[config.mk]
export PLATFORM = sky130hd
export DESIGN_NAME = alu_arbiter_flat
export DESIGN_NICKNAME = d
export VERILOG_FILES = /design/src/rtl/alu_arbiter_if.sv /design/src/rtl/alu_arbiter.sv /design/src/flat_wrapper.sv
export SDC_FILE = /design/constraint.sdc
export NUM_CORES = 1
export LEC_CHECK = 0
export ABC_AREA = 1
export CORE_MARGIN = 4
export CORE_UTILIZATION = 38
export DETAILED_ROUTE_END_ITERATION = 8
export GPL_TIMING_DRIVEN = 0
export PLACE_DENSITY = 0.78
export SYNTH_ARGS = -nofsm -noshare
export SYNTH_HDL_FRONTEND = slang
export SYNTH_SLANG_ARGS = --single-unit
[constraint.sdc]
create_clock -name clk -period 1.9 [get_ports clk]
set_clock_uncertainty 0.05 [all_clocks]
set_input_delay 0.38 -clock clk [delete_from_list [all_inputs] [get_ports clk]]
set_output_delay 0.38 -clock clk [all_outputs]
set_load 0.02 [all_outputs]
[src/rtl/alu_arbiter_if.sv]
// Request, ALU and response bundle between the issue stage, alu_arbiter and the alu.
// slave is the arbiter side, master is the issue/ALU/consumer side.
interface alu_arbiter_if #(
  parameter int DATA_WIDTH = 32
);
  logic                  req0_valid;
  logic                  req0_ready;
  logic [5:0]            req0_op;
  logic [DATA_WIDTH-1:0] req0_x;
  logic [DATA_WIDTH-1:0] req0_y;
  logic                  req1_valid;
  logic                  req1_ready;
  logic [5:0]            req1_op;
  logic [DATA_WIDTH-1:0] req1_x;
  logic [DATA_WIDTH-1:0] req1_y;
  logic [5:0]            alu_op;
  logic [DATA_WIDTH-1:0] alu_x;
  logic [DATA_WIDTH-1:0] alu_y;
  logic [DATA_WIDTH-1:0] alu_w;
  logic                  alu_cmp;
  logic                  rsp_valid;
  logic                  rsp_ready;
  logic                  rsp_id;
  logic [DATA_WIDTH-1:0] rsp_w;
  logic                  rsp_cmp;
  logic                  rsp_err;
  logic                  busy;

  modport slave (
    input  req0_valid, req0_op, req0_x, req0_y,
    input  req1_valid, req1_op, req1_x, req1_y,
    input  alu_w, alu_cmp, rsp_ready,
    output req0_ready, req1_ready, alu_op, alu_x, alu_y,
    output rsp_valid, rsp_id, rsp_w, rsp_cmp, rsp_err, busy
  );

  modport master (
    output req0_valid, req0_op, req0_x, req0_y,
    output req1_valid, req1_op, req1_x, req1_y,
    output alu_w, alu_cmp, rsp_ready,
    input  req0_ready, req1_ready, alu_op, alu_x, alu_y,
    input  rsp_valid, rsp_id, rsp_w, rsp_cmp, rsp_err, busy
  );
endinterface

[src/rtl/alu_arbiter.sv]
// Round-robin sharing of one combinational ALU between two requesters, with multi-cycle MUL hold.
// Optional feature macro: ALU_ARB_ILLEGAL_OP_EN (illegal opcodes answered with rsp_err, no EXEC).
module alu_arbiter #(
  parameter int DATA_WIDTH  = 32,
  parameter int MUL_LATENCY = 3
) (
  input  logic         clk,
  input  logic         rst_n,
  alu_arbiter_if.slave bus
);

  typedef enum logic [1:0] {
    IDLE = 2'd0,
    EXEC = 2'd1,
    RESP = 2'd2
  } state_t;

  localparam logic [5:0] OP_MUL  = 6'h02;
  localparam logic [3:0] MUL_CNT = 4'(MUL_LATENCY - 1);

  function automatic logic is_cmp_op(input logic [5:0] op);
    return (op == 6'h09) || (op == 6'h0A) || (op == 6'h0B);
  endfunction

`ifdef ALU_ARB_ILLEGAL_OP_EN
  function automatic logic is_legal_op(input logic [5:0] op);
    return (op <= 6'h07) || ((op >= 6'h09) && (op <= 6'h0C));
  endfunction
`endif

  state_t                state_r, next_s;
  logic [3:0]            cnt_r;
  logic                  last_grant_r;
  logic [5:0]            alu_op_r;
  logic [DATA_WIDTH-1:0] alu_x_r, alu_y_r;
  logic                  rsp_id_r, rsp_cmp_r, rsp_err_r;
  logic [DATA_WIDTH-1:0] rsp_w_r;

  logic                  grant_s, grant_id_s, illegal_s;
  logic                  req0_ready_s, req1_ready_s;
  logic [5:0]            sel_op_s;
  logic [DATA_WIDTH-1:0] sel_x_s, sel_y_s;

  // State register
  always_ff @(posedge clk or negedge rst_n) begin
    if (!rst_n) begin
      state_r <= IDLE;
    end else begin
      state_r <= next_s;
    end
  end

  // Next-state, round-robin grant and ready generation
  always_comb begin
    next_s       = state_r;
    grant_s      = 1'b0;
    grant_id_s   = 1'b0;
    req0_ready_s = 1'b0;
    req1_ready_s = 1'b0;
    // On a tie the requester that did not win last time is chosen.
    if (bus.req0_valid && bus.req1_valid) begin
      grant_id_s = ~last_grant_r;
    end else begin
      grant_id_s = bus.req1_valid;
    end
    sel_op_s = grant_id_s ? bus.req1_op : bus.req0_op;
    sel_x_s  = grant_id_s ? bus.req1_x  : bus.req0_x;
    sel_y_s  = grant_id_s ? bus.req1_y  : bus.req0_y;
`ifdef ALU_ARB_ILLEGAL_OP_EN
    illegal_s = ~is_legal_op(sel_op_s);
`else
    illegal_s = 1'b0;
`endif
    case (state_r)
      IDLE: begin
        if (rst_n && (bus.req0_valid || bus.req1_valid)) begin
          grant_s      = 1'b1;
          req0_ready_s = ~grant_id_s;
          req1_ready_s = grant_id_s;
          next_s       = illegal_s ? RESP : EXEC;
        end else begin
          next_s = IDLE;
        end
      end
      EXEC: begin
        if (cnt_r == 4'd0) begin
          next_s = RESP;
        end else begin
          next_s = EXEC;
        end
      end
      RESP: begin
        if (bus.rsp_ready) begin
          next_s = IDLE;
        end else begin
          next_s = RESP;
        end
      end
      default: begin
        next_s = IDLE;
      end
    endcase
  end

  // Operand latch at accept, cycle countdown and result capture
  always_ff @(posedge clk or negedge rst_n) begin
    if (!rst_n) begin
      cnt_r        <= 4'd0;
      last_grant_r <= 1'b1;
      alu_op_r     <= 6'h00;
      alu_x_r      <= '0;
      alu_y_r      <= '0;
      rsp_id_r     <= 1'b0;
      rsp_w_r      <= '0;
      rsp_cmp_r    <= 1'b0;
      rsp_err_r    <= 1'b0;
    end else if (grant_s) begin
      last_grant_r <= grant_id_s;
      alu_op_r     <= sel_op_s;
      alu_x_r      <= sel_x_s;
      alu_y_r      <= sel_y_s;
      rsp_id_r     <= grant_id_s;
      cnt_r        <= (sel_op_s == OP_MUL) ? MUL_CNT : 4'd0;
      rsp_err_r    <= illegal_s;
      if (illegal_s) begin
        rsp_w_r   <= '0;
        rsp_cmp_r <= 1'b0;
      end
    end else if (state_r == EXEC) begin
      if (cnt_r == 4'd0) begin
        // Compare ops report only the flag; everything else only the word.
        rsp_w_r   <= is_cmp_op(alu_op_r) ? '0 : bus.alu_w;
        rsp_cmp_r <= is_cmp_op(alu_op_r) ? bus.alu_cmp : 1'b0;
      end else begin
        cnt_r <= cnt_r - 4'd1;
      end
    end
  end

  assign bus.req0_ready = req0_ready_s;
  assign bus.req1_ready = req1_ready_s;
  assign bus.alu_op     = alu_op_r;
  assign bus.alu_x      = alu_x_r;
  assign bus.alu_y      = alu_y_r;
  assign bus.rsp_valid  = (state_r == RESP);
  assign bus.rsp_id     = rsp_id_r;
  assign bus.rsp_w      = rsp_w_r;
  assign bus.rsp_cmp    = rsp_cmp_r;
  assign bus.rsp_err    = rsp_err_r;
  assign bus.busy       = (state_r != IDLE);

endmodule

[src/flat_wrapper.sv]
// flat-port wrapper written by rule: the top's interface ports become plain ports
module alu_arbiter_flat 
#(
  parameter int DATA_WIDTH  = 32,
  parameter int MUL_LATENCY = 3
)
  (clk, rst_n, bus_req0_valid, bus_req0_op, bus_req0_x, bus_req0_y, bus_req1_valid, bus_req1_op, bus_req1_x, bus_req1_y, bus_alu_w, bus_alu_cmp, bus_rsp_ready, bus_req0_ready, bus_req1_ready, bus_alu_op, bus_alu_x, bus_alu_y, bus_rsp_valid, bus_rsp_id, bus_rsp_w, bus_rsp_cmp, bus_rsp_err, bus_busy);
  alu_arbiter_if #(.DATA_WIDTH(DATA_WIDTH)) bus_i ();
  input  logic clk;
  input  logic rst_n;
  input wire logic [$bits(bus_i.req0_valid)-1:0] bus_req0_valid;
  input wire logic [$bits(bus_i.req0_op)-1:0] bus_req0_op;
  input wire logic [$bits(bus_i.req0_x)-1:0] bus_req0_x;
  input wire logic [$bits(bus_i.req0_y)-1:0] bus_req0_y;
  input wire logic [$bits(bus_i.req1_valid)-1:0] bus_req1_valid;
  input wire logic [$bits(bus_i.req1_op)-1:0] bus_req1_op;
  input wire logic [$bits(bus_i.req1_x)-1:0] bus_req1_x;
  input wire logic [$bits(bus_i.req1_y)-1:0] bus_req1_y;
  input wire logic [$bits(bus_i.alu_w)-1:0] bus_alu_w;
  input wire logic [$bits(bus_i.alu_cmp)-1:0] bus_alu_cmp;
  input wire logic [$bits(bus_i.rsp_ready)-1:0] bus_rsp_ready;
  output wire logic [$bits(bus_i.req0_ready)-1:0] bus_req0_ready;
  output wire logic [$bits(bus_i.req1_ready)-1:0] bus_req1_ready;
  output wire logic [$bits(bus_i.alu_op)-1:0] bus_alu_op;
  output wire logic [$bits(bus_i.alu_x)-1:0] bus_alu_x;
  output wire logic [$bits(bus_i.alu_y)-1:0] bus_alu_y;
  output wire logic [$bits(bus_i.rsp_valid)-1:0] bus_rsp_valid;
  output wire logic [$bits(bus_i.rsp_id)-1:0] bus_rsp_id;
  output wire logic [$bits(bus_i.rsp_w)-1:0] bus_rsp_w;
  output wire logic [$bits(bus_i.rsp_cmp)-1:0] bus_rsp_cmp;
  output wire logic [$bits(bus_i.rsp_err)-1:0] bus_rsp_err;
  output wire logic [$bits(bus_i.busy)-1:0] bus_busy;
  assign bus_i.req0_valid = bus_req0_valid;
  assign bus_i.req0_op = bus_req0_op;
  assign bus_i.req0_x = bus_req0_x;
  assign bus_i.req0_y = bus_req0_y;
  assign bus_i.req1_valid = bus_req1_valid;
  assign bus_i.req1_op = bus_req1_op;
  assign bus_i.req1_x = bus_req1_x;
  assign bus_i.req1_y = bus_req1_y;
  assign bus_i.alu_w = bus_alu_w;
  assign bus_i.alu_cmp = bus_alu_cmp;
  assign bus_i.rsp_ready = bus_rsp_ready;
  assign bus_req0_ready = bus_i.req0_ready;
  assign bus_req1_ready = bus_i.req1_ready;
  assign bus_alu_op = bus_i.alu_op;
  assign bus_alu_x = bus_i.alu_x;
  assign bus_alu_y = bus_i.alu_y;
  assign bus_rsp_valid = bus_i.rsp_valid;
  assign bus_rsp_id = bus_i.rsp_id;
  assign bus_rsp_w = bus_i.rsp_w;
  assign bus_rsp_cmp = bus_i.rsp_cmp;
  assign bus_rsp_err = bus_i.rsp_err;
  assign bus_busy = bus_i.busy;
  alu_arbiter #(.DATA_WIDTH(DATA_WIDTH), .MUL_LATENCY(MUL_LATENCY)) u_core (.clk(clk), .rst_n(rst_n), .bus(bus_i));
endmodule
==> results.rst <==
.. list-table::
   :header-rows: 1

   * - Metric
     - Value
   * - Number of warnings printed during yosys synthesis
     - 0
   * - Logic depth of the worst register-to-register path
     - 11
   * - Die Ht
     - 120.8 microns
   * - Total buffers and inverters traversed by the critical path
     - 6
   * - Worst Setup Slack, final
     - -0.2002 ns
   * - Worst VDD drop
     - slightly below 0.8 mV
   * - Arrival time of the worst setup path
     - between 1.5 and 2 ns
   * - CP peak stage delay
     - 0.39 ns
   * - Leading cell types by count after synthesis
     - sky130_fd_sc_hd__nand2_1, sky130_fd_sc_hd__dfrtp_1, sky130_fd_sc_hd__nand3_1
   * - Global placer's final weighted congestion
     - ~0.87
   * - Effective utilization at floorplan
     - 39.60%
   * - Crit Reg-Reg Startpoint
     - u_core.state_r[1]
   * - Initial antenna violation count
     - 1
   * - Post-route fraction of the period consumed by the critical path
     - 110.5%
   * - Fraction of layout instances using a drive strength above 1
     - 7.634%
   * - Final cell count without fillers
     - ~1,100
   * - Detail Route Antenna Nets
     - 0
   * - Top area cells in the synthesized netlist
     - sky130_fd_sc_hd__dfrtp_1, sky130_fd_sc_hd__nand2_1, sky130_fd_sc_hd__nand3_1
   * - Count of mapped cells out of synthesis
     - around 590
   * - Launching element type of the critical path
     - flop
   * - Crit path max-delay cell type
     - sky130_fd_sc_hd__dfrtp_1
   * - Worst Hold Margin
     - roughly 0.033 ns
   * - Power Total
     - 12.91 mW
   * - Final hold violation count
     - 0
   * - Largest net degree at the start of global routing
     - 29
   * - Wire length of the first global-routing pass
     - about 29 mm
   * - Post-synthesis sequential area ratio
     - roughly 57%
   * - Post-layout min period
     - around 2.1 ns
   * - Final routed wire length divided by cell count
     - between 15 and 20 microns
   * - Outcome
     - complete, but fails checks
   * - Synth Register Bits
     - approximately 110
   * - Number of setup violations in the final report
     - 2
   * - Clock tree root buffer cell
     - sky130_fd_sc_hd__clkbuf_16
   * - Number of max-cap violations
     - 0
   * - Number of nets in the synthesized netlist
     - just under 800
   * - TritonCTS Sinks
     - approximately 110
   * - Util after Layout
     - a little over two thirds
   * - Worst setup path class
     - flop to primary output
   * - Count of input and output buffers
     - between 200 and 300
   * - Number of buffers inserted during clock tree synthesis
     - 9
   * - Biggest area consumer among synthesized cells
     - sky130_fd_sc_hd__dfrtp_1
   * - Post-synthesis instance area
     - just under 5000 sq um
   * - Total wirelength of the detailed-routed design
     - roughly 19 mm
   * - Number of nets in the layout
     - approximately 1,100
   * - Pins Over Slew Limit
     - 0
   * - Leakage dissipation
     - 4.016 nW
   * - Unrepaired setup endpoints after global routing
     - yes
   * - Largest fanout on the critical path
     - 2
   * - Buffer levels on the longest clock path
     - 2
   * - Total number of vias
     - ~5,300
   * - Width of the chip
     - ~120 microns
   * - Layout overhead on the synthesized area
     - 78.19%
   * - Via count normalized by instance count
     - between 4 and 5
   * - Timing-limited maximum frequency
     - about 480 MHz
   * - Via count of the first global-routing pass
     - ~5,600
   * - CTS clk-pin slew, worst paths
     - about 0.070 ns
   * - Clock H-tree levels
     - 3
   * - Clock Latency Late Sink
     - approximately 0.34 ns
   * - Violated checks
     - negative setup slack
   * - Cell with the most instances after synthesis
     - sky130_fd_sc_hd__nand2_1
   * - First-pass iteration count of the detailed router
     - 5
   * - Worst R2R Setup Slack
     - between 0.1 and 0.15 ns
   * - Floorplan core area
     - 12,210 sq um
   * - Mean cell area of the mapped netlist
     - between 8 and 9 sq um
   * - Std cell rows
     - 40
   * - FFs w/ async S/R, synth
     - 100.0%
   * - TNS Setup
     - -0.2992 ns
   * - Area fraction of the dominant cell type after synthesis
     - 56.92%
   * - Post-detailed-route DRC marker count
     - 0
   * - Areal power density over the cells
     - around 1500 nW/um^2
   * - Number of distinct library cells after synthesis
     - 22
   * - Detailed placer's ending HPWL
     - between 10 and 15 mm
   * - Die area
     - between 10,000 and 15,000 sq um
   * - Class of the worst hold path
     - input port to async pin
   * - Overall Global Routing Usage
     - between 20% and 30%
   * - Most repeated library cell on the critical path
     - sky130_fd_sc_hd__buf_8
   * - Crit end category
     - primary output
   * - Top FF cell, synth
     - sky130_fd_sc_hd__dfrtp_1
   * - Global-route congestion overflow total
     - 0
   * - Clock tree from TritonCTS
     - built
   * - Placed cell count
     - between 1,000 and 1,500
   * - Number of top-level pins
     - ~290
   * - Number of enable flip-flop cells after synthesis
     - 0
   * - Worst path cell trace
     - nor2_1, inv_1, nor2_2, inv_2, buf_8, nor2_4, buf_8, buf_8, buf_6
   * - Top Family by Delay on Critical Path
     - buffers and inverters
   * - Critical Path RT
     - between 1 and 1.5 ns
   * - Number of design-rule violations left by the first detailed-router iteration
     - 244
   * - Slew at the pin with the worst max-slew slack
     - ~0.65 ns
   * - Normalized max-slew margin
     - a little under three fifths
   * - R2R Path End
     - u_core.bus.alu_y[4]
logic make-up after synthesis:
family | Yosys count | share of synthesized area (%)
simple gates | 409 | 34.95
flops | 111 | 57.46
other cells | 1 | 0.07755
fa+ha+maj | 2 | 0.5174
compound gates | 15 | 1.682
buf+inv | 51 | 5.304
worst max path at each step:
| stage | start | slack (ns) | depth (start not counted) | end |
|---|---|---|---|---|
| after floorplan | u_core.state_r[0] | 0.13 | 8 | bus_req0_ready |
| after global placement | rst_n | -5.14 | 9 | bus_req0_ready |
| after detailed placement | rst_n | -1.58 | 10 | bus_req0_ready |
| after CTS | u_core.state_r[1] | -0.22 | 9 | bus_req0_ready |
| after global routing | u_core.state_r[1] | -0.26 | 9 | bus_req0_ready |
| final | u_core.state_r[1] | -0.20 | 9 | bus_req0_ready |
per-layer routing:
metal | routed length [microns] | GRT usage [%] | share of wire, % | up-vias
met5 | 0 | 0 | 0 | -
met4 | 643 | 10.20 | 3.4 | 0
met3 | 1800 | 8.185 | 9.6 | 45
met2 | 9458 | 45.02 | 51 | 275
met1 | 6823 | 27.50 | 36 | 2508
li1 | - | - | - | 2513
per-stage QoR:
stage | setup slack [ns] | instance area [sq um]
6_report | -0.2002 | 8617
5_1_grt | -0.2621 | 8617
4_1_cts | -0.2151 | 8544
3_5_place_dp | -1.580 | 7924
3_3_place_gp | -5.135 | 7899
2_1_floorplan | 0.1311 | 4836
sequential cells by signal, summed over array words and instances (netlist names), 2 cells and up:
register / flops
u_core.bus.alu_y: 32
u_core.bus.alu_op: 6
u_core.state_r: 2
u_core.cnt_r: 4
u_core.bus.alu_x: 32
u_core.bus.rsp_w: 32
report_power, final:
group          leakage (nW)  switching, mW  total (mW)  internal (mW)
sequential             1.38          0.674        4.18           3.51
clock                 0.131          0.800        1.82           1.02
combinational          2.51           3.67        6.91           3.24
final cells by class:
cell class | instances | area (sq um)
fill | 983 | 3595
multi-input combinational | 427 | 1824
clock inverter | 1 | 30.03
sequential | 111 | 2779
inverter | 18 | 67.56
clock buffer | 14 | 244.0
tap | 168 | 210.2
buffer | 33 | 245.2
timing repair buffer | 313 | 3214
antenna | 1 | 2.502
cells in the final DEF (no fill, tap or decap), drive strengths merged:
cell,instances
inv,18
dlygate4sd2,3
bufbuf,3
bufinv,1
o31ai,1
a21oi,3
nand2,292
clkdlybuf4s50,278
buf,45
conb,1
nor2,11
o2111ai,1
nand3,102
o21ai,10
dfrtp,110
clkdlybuf4s15,1
nor3,1
ha,2
clkbuf,29
dlygate4sd3,1
dfstp,1
nand3b,3
diode,1
tightest hold or removal path: cells and delay by family:
family                 cells  cell delay, ns
buffers and inverters      3            0.39
repair_timing:
item	4_1_cts	5_1_grt
setup buffers	14	7
pin swaps	5	5
resized for setup	36	13
endpoints found under the setup margin	110	65
endpoints found under the hold margin	55	0
hold buffers	4	0
cloned	3	0
No activity file was read; power rests on OpenSTA's default activity.
